==> config.mk <==
export PLATFORM = sky130hd
export DESIGN_NAME = unidade_controle_rodadas
export DESIGN_NICKNAME = d
export VERILOG_FILES = /design/src/rtl/jogo_estados_pkg.sv /design/src/rtl/unidade_controle_rodadas.sv
export SDC_FILE = /design/constraint.sdc
export NUM_CORES = 1
export LEC_CHECK = 0
export ABC_AREA = 0
export BUFFER_PORTS_ARGS = -buffer_cell sky130_fd_sc_hd__buf_2
export CAP_MARGIN = 5
export CORE_UTILIZATION = 25
export CTS_CLUSTER_DIAMETER = 50
export DETAILED_ROUTE_END_ITERATION = 8
export GPL_TIMING_DRIVEN = 0
export PLACE_DENSITY = 0.49
export SLEW_MARGIN = 20
export SYNTH_ARGS = -nofsm -noshare
export SYNTH_HDL_FRONTEND = slang
export SYNTH_SLANG_ARGS = --single-unit
==> constraint.sdc <==
create_clock -name clock -period 1.1 [get_ports clock]
set_clock_uncertainty 0.05 [all_clocks]
set_input_delay 0.055 -clock clock [delete_from_list [all_inputs] [get_ports clock]]
set_output_delay 0.055 -clock clock [all_outputs]
set_load 0.005 [all_outputs]
==> src/rtl/jogo_estados_pkg.sv <==
// State codes for the round-based memory game controller.
// The datapath debug logic and the bench use the same names.
package jogo_estados_pkg;

  typedef enum logic [3:0] {
    inicial        = 4'h0,
    preparacao     = 4'h1,
    inicia_rodada  = 4'h2,
    espera_jogada  = 4'h3,
    registra       = 4'h4,
    comparacao     = 4'h5,
    proxima_jogada = 4'h6,
    proxima_rodada = 4'h7,
    fim_acertou    = 4'hA,
    fim_timeout    = 4'hD,
    fim_errou      = 4'hE
  } estado_t;

  // Final states hold their result until a new start request.
  function automatic logic estado_final(input estado_t e);
    return (e == fim_acertou) || (e == fim_errou) || (e == fim_timeout);
  endfunction

endpackage

==> src/rtl/unidade_controle_rodadas.sv <==
// Round-based Moore controller: round k replays memory positions 0..k,
// ending in a hit, a miss or an inactivity timeout.
module unidade_controle_rodadas
  import jogo_estados_pkg::*;
(
  input  logic       clock,
  input  logic       reset,
  input  logic       iniciar,
  input  logic       jogada,
  input  logic       igual,
  input  logic       enderecoIgualLimite,
  input  logic       fimL,
  input  logic       inativo,
  output logic       zeraE,
  output logic       contaE,
  output logic       zeraL,
  output logic       contaL,
  output logic       zeraR,
  output logic       registraR,
  output logic       zeraInativo,
  output logic       contaInativo,
  output logic       acertou,
  output logic       errou,
  output logic       timeout,
  output logic       pronto,
  output logic [3:0] db_estado
);

  estado_t estado;
  estado_t proximo;

  always_ff @(posedge clock or posedge reset) begin
    if (reset) estado <= inicial;
    else       estado <= proximo;
  end

  always_comb begin
    proximo = inicial;
    if (estado_final(estado)) begin
      proximo = iniciar ? preparacao : estado;
    end else begin
      case (estado)
        inicial:        proximo = iniciar ? preparacao : inicial;
        preparacao:     proximo = inicia_rodada;
        inicia_rodada:  proximo = espera_jogada;
        // A play arriving together with the timeout still counts.
        espera_jogada: begin
          if (jogada)       proximo = registra;
          else if (inativo) proximo = fim_timeout;
          else              proximo = espera_jogada;
        end
        registra:       proximo = comparacao;
        comparacao: begin
          if (!igual)                    proximo = fim_errou;
          else if (!enderecoIgualLimite) proximo = proxima_jogada;
          else if (fimL)                 proximo = fim_acertou;
          else                           proximo = proxima_rodada;
        end
        proxima_jogada: proximo = espera_jogada;
        proxima_rodada: proximo = inicia_rodada;
        default:        proximo = inicial;
      endcase
    end
  end

  always_comb begin
    zeraE        = 1'b0;
    contaE       = 1'b0;
    zeraL        = 1'b0;
    contaL       = 1'b0;
    zeraR        = 1'b0;
    registraR    = 1'b0;
    zeraInativo  = 1'b0;
    contaInativo = 1'b0;
    acertou      = 1'b0;
    errou        = 1'b0;
    timeout      = 1'b0;
    pronto       = 1'b0;
    case (estado)
      preparacao: begin
        zeraE       = 1'b1;
        zeraL       = 1'b1;
        zeraR       = 1'b1;
        zeraInativo = 1'b1;
      end
      inicia_rodada: begin
        zeraE       = 1'b1;
        zeraInativo = 1'b1;
      end
      espera_jogada:  contaInativo = 1'b1;
      registra: begin
        registraR   = 1'b1;
        zeraInativo = 1'b1;
      end
      proxima_jogada: contaE = 1'b1;
      proxima_rodada: contaL = 1'b1;
      fim_acertou: begin
        acertou = 1'b1;
        pronto  = 1'b1;
      end
      fim_errou: begin
        errou  = 1'b1;
        pronto = 1'b1;
      end
      fim_timeout: begin
        errou   = 1'b1;
        timeout = 1'b1;
        pronto  = 1'b1;
      end
      default: ;
    endcase
  end

  assign db_estado = estado;

endmodule

Yosys cells after proc, flatten, opt, wreduce, memory -nomap -nowiden:

Cells that the tools add are included.

* multiply operators: 0
* shifts and indexed selects: 0
* order comparisons: 0
* equality and inequality tests: 11
* bitwise gates (word level): 0
* muxes and demuxes: 20
* divide/modulo/power cells: 0
* reductions and logical operators: 9
* add/sub/neg operators: 0

Operators by type and width (number)
* $mux W4: 7
* $pmux W4 S6: 1
* $eq A4 B3 Y1 const B: 4
* $eq A4 B4 Y1 const B: 3
* $mux W1: 12
* $eq A4 B2 Y1 const B: 2
* $reduce_or A2 Y1: 4
* $reduce_or A3 Y1: 2
* $eq A4 B1 Y1 const B: 1
* $logic_not A4 Y1: 1
* $logic_or A1 B1 Y1: 2
* $ne A2 B2 Y1 const B: 1

* latch bits: 0
* ROM bits: 0
* memory bits (writable): 0
* memories: 0
* register bits: 4
* output and inout port bits: 16

Logic depth before layout (Yosys ltp):

Gate-level depths: netlist of the first run.

* depth in word-level cells: 5
* depth in mapped cells: 4
* depth with buffers taken out: 3

Least setup slack after synthesis of the first run:

OpenSTA, ideal clock, no wires.

* path type: register -> register
* start point: reg estado[3] (netlist: db_estado[3])
* end point: reg estado[2] (netlist: db_estado[2])
* path buffers: 0
* required time: 0.946 ns
* arrival: 1.066 ns
* slack: -0.120 ns
* stages on the path, launching flop included: 4
* clock period less this slack: 1.220 ns
* path through: dfrtp_1 > or3b_4 > a41o_1 > o311ai_1

* word-level cells in the longest chain between the ends: 4

Ends and longest elaborated chain
* from (decl): RTL line unidade_controle_rodadas.sv:29 `estado_t estado;`
* from (signal assigned): RTL line unidade_controle_rodadas.sv:33 `if (reset) estado <= inicial;`
* from (signal assigned): RTL line unidade_controle_rodadas.sv:34 `else estado <= proximo;`
* $eq A4 B3 Y1, or another cell as far along: RTL line unidade_controle_rodadas.sv:42 `case (estado)`
* $reduce_or A2 Y1 (no source line) / $logic_or A1 B1 Y1 (equally long branches)
* $pmux W4 S6 / $logic_or A1 B1 Y1 (equally long branches): RTL line unidade_controle_rodadas.sv:42, jogo_estados_pkg.sv:21
* $mux W4 / $ne A2 B2 Y1 (equally long branches)

Several ways; a longest one is shown, not always the timed one.
A chain may end at the register's enable or synchronous reset.

Worst setup path after layout of the first run:

* start point: reg estado[1] (netlist: db_estado[1])
* end point: out zeraInativo

* word-level cells in the longest chain between the ends: 3

Ends and longest elaborated chain
* $eq A4 B3 Y1, or another cell as far along: RTL line unidade_controle_rodadas.sv:79 `case (estado)`
* $reduce_or A3 Y1 (no source line) *
* $mux W1 *: RTL line unidade_controle_rodadas.sv:79
* to (decl): RTL line unidade_controle_rodadas.sv:20 `output logic zeraInativo,`

Every way passes the cells marked *; elsewhere a longest branch is shown, timed or not.

==> out/metrics.cfg, run 1 <==
[synthesis]
synth-seq-cells=4
synth_compound_area_share_pct=20.91
synth_cells=49
synth_top_family_by_area=simple AND/OR/NAND/NOR gates
synthMuxAreaShare_pct=2.424
yosys.area_share.adder_pct=0
avgSynthCellArea_um2=8.426
syn_area_um2=412.9
yosys_warnings=0
synth.net_count=57
synth_cell_types=30
yosysSeqAreaShare_pct=24.24
synth-simple-area-share_pct=35.45
synth-xor-area-share_pct=3.939

[clocking]
h-tree-depth=1
cts_sinks=4
cts_made_buffers=3
path_clk_slew_ns=0.04
clk-insertion-delay-late_ns=0.23
cts_root_buffer=clkbuf_4
cts_tree=done
clockBufferDepth=2

[setup_path]
slowest_delay_ns=0.41
cp-end-kind=primary output
cp_cell_sequence=buf_6 > xor2_2 > nor3b_2 > or2_1 > buf_2
crit_type=reg -> out
start_kind=register
cpMaxStageDelayCell=dfrtp_1
rrSetupSlack_ns=-0.24
worstPathRequired_ns=1.00
critPathMaxFanout=4
arrival_ns=1.38

[run_status]
violations=setup timing
outcome=finished with violations

[cells_and_area]
fin_util_pct=43.43
finalNetCount=90
drive_gt1_share_pct=56.25
layout.cells.non_filler=96
largest_reg_flops=4
insertedDiodeCount=0
fill_cells=160
area_growth_pct=60.30

[floorplanning]
die_area_mm2=0.001818
ioPinCount=24
core_area_mm2=0.001524
num_rows=14
die_height_um=42.64
fp.dieW_um=42.64
initial_core_util_pct=27.09

[route]
drt_wl_total_um=1174
wl_per_cell_um=12.23
first_pass_iters=2
first_iter_violations=8
num_vias=471
viasPerCell=4.906
drc=0
drtAntennaViolNets=0

[grt]
grt_max_degree=12
grt_pass1_vias=443
grt.total_usage_pct=13.70
antenna_found_initial=0
grt_pass1_wl_um=1863
grt_overflow=0

[sta]
fin_crit_sh_pct=135.3
fin_crit_ns=1.488
fmax_mhz=672.1
worst_slack_ns=-0.3879
finalSetupViolCount=16
slew_violations=0
worst_slew_pin_slew_ns=0.2445
tns_ns=-4.067
relSlewSlack_pct=83.68
hold_violations=0
holdWs_ns=0.02687
rsz0062_at_grt=yes

[place]
post-dp-hpwl_um=852.6
gp_congestion=0.7026
io_buffer_count=23
place_inst=88

[pwr]
power_mw=1.829
ir_worst_vdd_mv=0.8642
p_per_area_mw_per_mm2=2763
p_leak_nw=0.3474

[run]
max_cap_viol_count=0

[hold_path]
hold_class=in -> reg

## final cells by class
class,instances,area (µm²),area share [%]
clock buffers,3,22.52,3.403
repair buffers,29,173.9,26.28
flip-flops and latches,4,100.1,15.12
well taps,16,20.02,3.025
inverters,3,11.26,1.701
plain buffers,4,37.54,5.671
multi-input cells,37,296.5,44.80
## through the flow
| stage | area, µm² | setup WS, ns |
|---|---|---|
| floorplan | 422.9 | -0.1200 |
| global placement | 558.0 | -0.2116 |
| detailed placement | 558.0 | -0.2102 |
| CTS | 650.6 | -0.3984 |
| global route | 661.9 | -0.4393 |
| finish | 661.9 | -0.3879 |
## per-layer routing
layer	up-vias	track usage (%)	share of wire, %
li1	240	-	-
met1	220	16.62	46
met2	11	23.33	50
met3	0	1.293	3.2
met4	0	7.500	0
met5	-	0	0
## layout by cell type, fill, tap and decap left out, types with 2 or more instances in the layout
master	synthesis	layout
and3_1	2	2
nor2_1	7	6
clkbuf_4	0	3
buf_4	2	4
dfrtp_1	4	4
inv_1	3	3
nor3_1	3	2
nand2_1	3	3
buf_6	2	5
buf_2	1	23
a21oi_1	2	2
## synthesized netlist by cell type
cell type  number  share of area [%]
nor2_1          7                6.4
dfrtp_1         4                 24
inv_1           3                2.7
nand2_1         3                2.7
nor3_1          3                3.6
a21oi_1         2                2.4
and3_1          2                3.0
buf_4           2                3.6
buf_6           2                5.5
a21bo_2         1                2.4
a221o_1         1                2.4
a221oi_1        1                2.1
a41o_1          1                2.4
buf_2           1                1.2
mux2i_1         1                2.4
nand2b_1        1                1.5
nand3b_1        1                1.8
nand4b_1        1                2.1
nor2b_2         1                2.1
nor3_2          1                2.4
nor3b_2         1                3.0
nor4bb_1        1                2.4
o21ai_1         1                1.2
o21bai_1        1                1.8
o311ai_1        1                2.1
o31ai_1         1                1.8
o32ai_1         1                2.1
or2_1           1                1.5
or3b_4          1                2.7
xor2_2          1                3.9
## logic make-up after synthesis
family,Yosys count
AO/OA/AOI/OAI,11
XOR/XNOR,1
buffers and inverters,8
flip-flops,4
multiplexers,1
AND/OR/NAND/NOR,24
## report_power, final
part | total [mW] | internal (mW) | switching (mW) | leakage [nW]
combinational | 1.36 | 0.725 | 0.638 | 0.284
sequential | 0.285 | 0.213 | 0.0714 | 0.0494
clock | 0.181 | 0.122 | 0.0588 | 0.0138
total | 1.83 | 1.06 | 0.769 | 0.347
## path summary, 6_finish.rpt
kind,startpoint,endpoint,cells past startpoint
worst max-delay path,db_estado[1],zeraInativo,5
worst min-delay path,iniciar,db_estado[1],2
worst max register to register,db_estado[3],db_estado[0],4
worst min register to register,db_estado[3],db_estado[1],3
max in group asynchronous,reset,db_estado[1],3
min in group asynchronous,reset,db_estado[0],3
## what timing repair did
item	4_1_cts	5_1_grt
setup endpoints to repair	16	16
hold buffers	1	0
hold endpoints to repair	4	0
pin swaps	6	2
setup buffers	5	0
gates resized for setup	6	2
## worst max-delay path: cells and delay by family, from the launching register on
family | cells | cell delay [ns]
xor gates and xnor gates | 1 | 0.14
and+or+nand+nor | 2 | 0.35
DFF | 1 | 0.41
buffers and inverters | 2 | 0.26
(Power assumes the default switching activity.)
==> inputs of run 2 (changes only) <==
--- a/config.mk
+++ b/config.mk
@@ -8,11 +8,12 @@
 export ABC_AREA = 0
 export BUFFER_PORTS_ARGS = -buffer_cell sky130_fd_sc_hd__buf_2
 export CAP_MARGIN = 5
-export CORE_UTILIZATION = 25
+export CORE_AREA = 2 2 39 41
 export CTS_CLUSTER_DIAMETER = 50
 export DETAILED_ROUTE_END_ITERATION = 8
+export DIE_AREA = 0 0 41 43
 export GPL_TIMING_DRIVEN = 0
-export PLACE_DENSITY = 0.49
+export PLACE_DENSITY = 0.58
 export SLEW_MARGIN = 20
 export SYNTH_ARGS = -nofsm -noshare
 export SYNTH_HDL_FRONTEND = slang
==> run 2 against run 1 <==
The flow still finishes with violations (setup timing). Via count up 2.3%. Cell area is 5.7% higher. Critical endpoint unchanged. Highest routed layer unchanged. Clock power is essentially flat. Critical path type unchanged. Wire length shrank 1.3%. Global-route usage grew 1.8 points.
==> out/metrics.cfg, run 2 (synthesized netlist as in run 1, its figures left out) <==
[clocking]
path_clk_slew_ns=0.04  ; about the same
cts_made_buffers=3  ; unchanged
cts_root_buffer=clkbuf_4
h-tree-depth=1  ; unchanged
cts_sinks=4  ; unchanged
clk-insertion-delay-late_ns=0.23  ; about the same
clockBufferDepth=2  ; unchanged
cts_tree=done

[cells_and_area]
finalNetCount=92  ; +2.2%
postLayoutCellArea_um2=699.4  ; +5.7%
mostFrequentLayoutCells=buf_2 (22), buf_6 (6), buf_4 (6)
largest_reg_flops=4  ; unchanged
area_growth_pct=69.39
drive_gt1_share_pct=64.63  ; +8.4 points
insertedDiodeCount=0  ; unchanged
fin_util_pct=50.54  ; +7.1 points
final_common_cell=buf_2

[grt]
grt_max_degree=11  ; -1
grt.total_usage_pct=15.52  ; +1.8 points
grt_overflow=0  ; unchanged
antenna_found_initial=0  ; unchanged
grt_pass1_vias=436  ; -1.6%
grt_pass1_wl_um=1890  ; +1.4%

[route]
viasPerCell=4.918  ; +0.25%
num_vias=482  ; +2.3%
drt_wl_total_um=1159  ; -1.3%
wl_per_cell_um=11.83  ; -3.3%
first_iter_violations=4  ; -4
drtAntennaViolNets=0  ; unchanged
drc=0  ; unchanged
first_pass_iters=5  ; +3

[sta]
finalSetupViolCount=16  ; unchanged
rsz0062_at_grt=yes
worst_slack_ns=-0.3908  ; -0.002905 ns
relSlewSlack_pct=84.99  ; +1.3 points
tns_ns=-4.046  ; +0.02073 ns
slew_violations=0  ; unchanged
fmax_mhz=670.8  ; -0.19%
fin_crit_sh_pct=135.5  ; +0.26 points
fin_crit_ns=1.491  ; +0.002905 ns
hold_violations=0  ; unchanged
worst_slew_pin_slew_ns=0.2221  ; -0.02235 ns

[floorplanning]
num_rows=14  ; unchanged
fp.dieW_um=41  ; -3.8%
ioPinCount=24  ; unchanged
initial_core_util_pct=29.84  ; +2.7 points
core_area_mm2=0.001384  ; -9.2%
die_area_mm2=0.001763  ; -3.0%
die_height_um=43  ; +0.84%

[setup_path]
arrival_ns=1.39  ; about the same
critPathMaxFanout=4  ; unchanged
worstPathRequired_ns=1.00  ; about the same
crit_type=reg -> out
start_kind=register
rrSetupSlack_ns=-0.32  ; -0.08 ns
cp-end-kind=primary output

[place]
io_buffer_count=23  ; unchanged
gp_congestion=0.7882  ; +12%
post-dp-hpwl_um=793.4  ; -6.9%
place_area_um2=558.0  ; unchanged

[run]
max_cap_viol_count=0  ; unchanged

[pwr]
p_seq_share_pct=15.3  ; -0.3 points
p_leak_nw=0.3499  ; +0.71%
switchingPower_mw=0.8167  ; +6.3%
power_mw=1.920  ; +5.0%
p_clk_share_pct=9.4  ; -0.5 points
p_sw_share_pct=42.53  ; +0.51 points
p_per_area_mw_per_mm2=2745  ; -0.65%
ir_worst_vdd_mv=0.9425  ; +9.1%
p_comb_share_pct=75.3  ; +0.8 points
intPower_mw=1.103  ; +4.1%

[run_status]
violations=setup timing
outcome=finished with violations

[hold_path]
hold_class=in -> reg

-- run 2: what timing repair did --
action | CTS | global route
cloned | 0 | 0
setup endpoints to repair | 16 | 16
setup buffers | 5 | 1
gates resized for setup | 7 | 8
hold buffers | 1 | 0
hold endpoints to repair | 4 | 0
pin swaps | 2 | 2
-- run 2: critical path, stage by stage, from the launching register on --
cell	delay [ns]
dfrtp_1	0.40
buf_6	0.14
xor2_2	0.14
nor3b_2	0.16
or2_1	0.20
buf_2	0.12
-- run 2: cell type report --
| cell class | instances | area [µm²] |
|---|---|---|
| Inverter | 3 | 11.26 |
| Fill cell | 143 | 684.4 |
| Tap cell | 16 | 20.02 |
| Buffer | 5 | 42.54 |
| Timing Repair Buffer | 30 | 190.2 |
| Clock buffer | 3 | 22.52 |
| Multi-Input combinational cell | 37 | 311.5 |
| Sequential cell | 4 | 101.3 |
-- run 2: worst paths after layout --
| check | cells past startpoint | end | startpoint |
|---|---|---|---|
| worst max-delay path | 5 | zeraInativo | db_estado[1] |
| worst min-delay path | 2 | db_estado[1] | iniciar |
| worst max register to register | 4 | db_estado[2] | db_estado[1] |
| worst min register to register | 2 | db_estado[3] | db_estado[0] |
| max in group asynchronous | 3 | db_estado[0] | reset |
| min in group asynchronous | 3 | db_estado[1] | reset |
-- run 2: routing by layer --
| metal | wire, µm | up-vias | share of wire [%] | GRT usage (%) |
|---|---|---|---|---|
| met4 | 0 | 0 | 0 | 8.000 |
| met5 | 0 | - | 0 | 0 |
| met2 | 569 | 13 | 49 | 23.44 |
| met3 | 43 | 0 | 3.7 | 1.571 |
| met1 | 545 | 224 | 47 | 20.85 |
| li1 | - | 245 | - | - |
-- run 2: metrics by stage --
stage	std cells	setup WS, ns	hold slack (ns)
after global placement	88	-0.2097	-0.1151
after floorplan	49	-0.1200	-0.2289
after CTS	97	-0.4004	0.01381
after detailed placement	88	-0.2015	-0.1108
after global routing	98	-0.4569	0.04092
final	98	-0.3908	0.03035
-- run 2: power by group through the flow --
stage | clock network, mW | logic (mW) | registers (mW)
2_1_floorplan | 0 | 0.746 | 0.287
3_3_place_gp | 0 | 1.10 | 0.289
3_5_place_dp | 0 | 1.10 | 0.289
4_1_cts | 0.191 | 1.34 | 0.296
5_1_grt | 0.201 | 1.60 | 0.307
6_report | 0.180 | 1.45 | 0.294
==> inputs of run 3 (changes only) <==
--- a/config.mk
+++ b/config.mk
@@ -9,7 +9,7 @@
 export BUFFER_PORTS_ARGS = -buffer_cell sky130_fd_sc_hd__buf_2
 export CAP_MARGIN = 5
 export CORE_AREA = 2 2 39 41
-export CTS_CLUSTER_DIAMETER = 50
+export CTS_CLUSTER_DIAMETER = 100
 export DETAILED_ROUTE_END_ITERATION = 8
 export DIE_AREA = 0 0 41 43
 export GPL_TIMING_DRIVEN = 0
@@ -18,3 +18,4 @@
 export SYNTH_ARGS = -nofsm -noshare
 export SYNTH_HDL_FRONTEND = slang
 export SYNTH_SLANG_ARGS = --single-unit
+export TNS_END_PERCENT = 10
==> run 3 against run 2 <==
The run still ends with setup timing left. Clock power decreased by 3%. Die area is the same. Hold slack worse by 0.0061 ns. Total power decreased by 11%. Register-to-register slack is essentially flat. Sequential power shrank 3%.
==> out/metrics.cfg, run 3 (synthesized netlist as in run 1, its figures left out) <==
[run_status]
outcome=finished with violations
violations=setup timing

[clocking]
clk-insertion-delay-late_ns=0.23  ; about the same
h-tree-depth=1  ; unchanged
path_clk_slew_ns=0.04  ; about the same
cts_sinks=4  ; unchanged
cts_root_buffer=clkbuf_4
cts_made_buffers=3  ; unchanged
cts_tree=done
clockBufferDepth=2  ; unchanged

[cells_and_area]
finalNetCount=91  ; -1.1%
insertedDiodeCount=0  ; unchanged
final_common_cell=buf_2
drive_gt1_share_pct=55.56  ; -9.1 points
fill_cells=142  ; -0.70%
mostFrequentLayoutCells=buf_2 (24), buf_4 (7), nor2_1 (6)
area_growth_pct=53.33
largest_reg_flops=4  ; unchanged

[route]
drt_wl_total_um=1057  ; -8.8%
wl_per_cell_um=10.90  ; -7.9%
first_iter_violations=3  ; -1
drt-met1-wl_um=458  ; -16%
first_pass_iters=4  ; -1
dr_wl_met3_um=69  ; +60%
dr_wl_met2_um=518  ; -9.0%
num_vias=457  ; -5.2%
drc=0  ; unchanged
topRoutingLayerUsed=met4
drtAntennaViolNets=0  ; unchanged
viasPerCell=4.711  ; -4.2%

[floorplanning]
initial_core_util_pct=29.84  ; unchanged
fp.dieW_um=41  ; unchanged
die_area_mm2=0.001763  ; unchanged
core_area_mm2=0.001384  ; unchanged
num_rows=14  ; unchanged
ioPinCount=24  ; unchanged
die_height_um=43  ; unchanged

[sta]
relSlewSlack_pct=81.79  ; -3.2 points
hold_violations=0  ; unchanged
fmax_mhz=672.1  ; +0.19%
fin_crit_ns=1.488  ; -0.002899 ns
rsz0062_at_grt=yes
finalSetupViolCount=16  ; unchanged
holdWs_ns=0.02421  ; -0.006147 ns
worst_slew_pin_slew_ns=0.2689  ; +0.04675 ns
slew_violations=0  ; unchanged
worst_slack_ns=-0.3879  ; +0.002899 ns
tns_ns=-4.407  ; -0.3609 ns
fin_crit_sh_pct=135.3  ; -0.26 points

[hold_path]
hold_class=in -> reg

[pwr]
p_per_area_mw_per_mm2=2711  ; -1.2%
ir_worst_vdd_mv=1.284  ; +36%
p_leak_nw=0.3389  ; -3.2%
power_mw=1.716  ; -11%

[setup_path]
arrival_ns=1.38  ; about the same
start_kind=register
cp-end-kind=primary output
crit_type=reg -> out
critPathMaxFanout=4  ; unchanged
worstPathRequired_ns=1.00  ; about the same

[place]
post-dp-hpwl_um=822.1  ; +3.6%
gp_congestion=0.7160  ; -9.2%
io_buffer_count=23  ; unchanged

[grt]
grt_pass1_wl_um=1573  ; -17%
grt.total_usage_pct=13.27  ; -2.3 points
grt_max_degree=11  ; unchanged
grt_overflow=0  ; unchanged
grt_pass1_vias=400  ; -8.3%
antenna_found_initial=0  ; unchanged

[run]
max_cap_viol_count=0  ; unchanged

run 3: what timing repair did:
item / CTS / global route
setup buffers: 5 / 0
endpoints found under the setup margin: 16 / 16
resized for setup: 3 / 1
endpoints found under the hold margin: 4 / 0
hold buffers: 1 / 0
run 3: path summary, 6_finish.rpt:
check	slack [ns]	depth (start not counted)	to	start
min in group asynchronous	0.20	3	db_estado[1]	reset
hold reg to reg	0.62	2	db_estado[3]	db_estado[3]
setup / recovery	-0.39	5	zeraInativo	db_estado[1]
max in group asynchronous	0.65	3	db_estado[2]	reset
hold / removal	0.02	2	db_estado[1]	iniciar
setup reg to reg	-0.32	6	db_estado[0]	db_estado[1]
run 3: power breakdown:
group | switching, mW | internal (mW) | total (mW) | leakage (nW)
logic | 0.584 | 0.671 | 1.25 | 0.276
registers | 0.0726 | 0.214 | 0.286 | 0.0494
clock network | 0.0539 | 0.122 | 0.175 | 0.0138
run 3: final cells by class:
cell class / count / area [µm²] / area share [%]
well taps: 16 / 20.02 / 3.162
multi-input cells: 37 / 274.0 / 43.28
inverters: 3 / 11.26 / 1.779
repair buffers: 29 / 162.7 / 25.69
flip-flops and latches: 4 / 100.1 / 15.81
clock buffers: 3 / 22.52 / 3.557
plain buffers: 5 / 42.54 / 6.719
run 3: per-layer routing:
layer,track usage (%),vias up
li1,-,245
met3,3.141,2
met2,20.63,15
met5,0,-
met1,16.45,195
met4,6.000,0
run 3: through the flow:
step	util, %	setup slack (ns)	instance area [µm²]	instances
global placement	39.60	-0.1889	548.0	88
floorplan	-	-0.1200	412.9	49
detailed placement	39.60	-0.1925	548.0	88
CTS	45.57	-0.4001	630.6	97
global route	45.75	-0.4667	633.1	97
finish	45.75	-0.3879	633.1	97
run 3: critical path, stage by stage (launching register included):
cell	delay (ns)
dfrtp_1	0.40
buf_6	0.14
xor2_2	0.14
nor3b_2	0.16
or2_1	0.19
buf_2	0.12
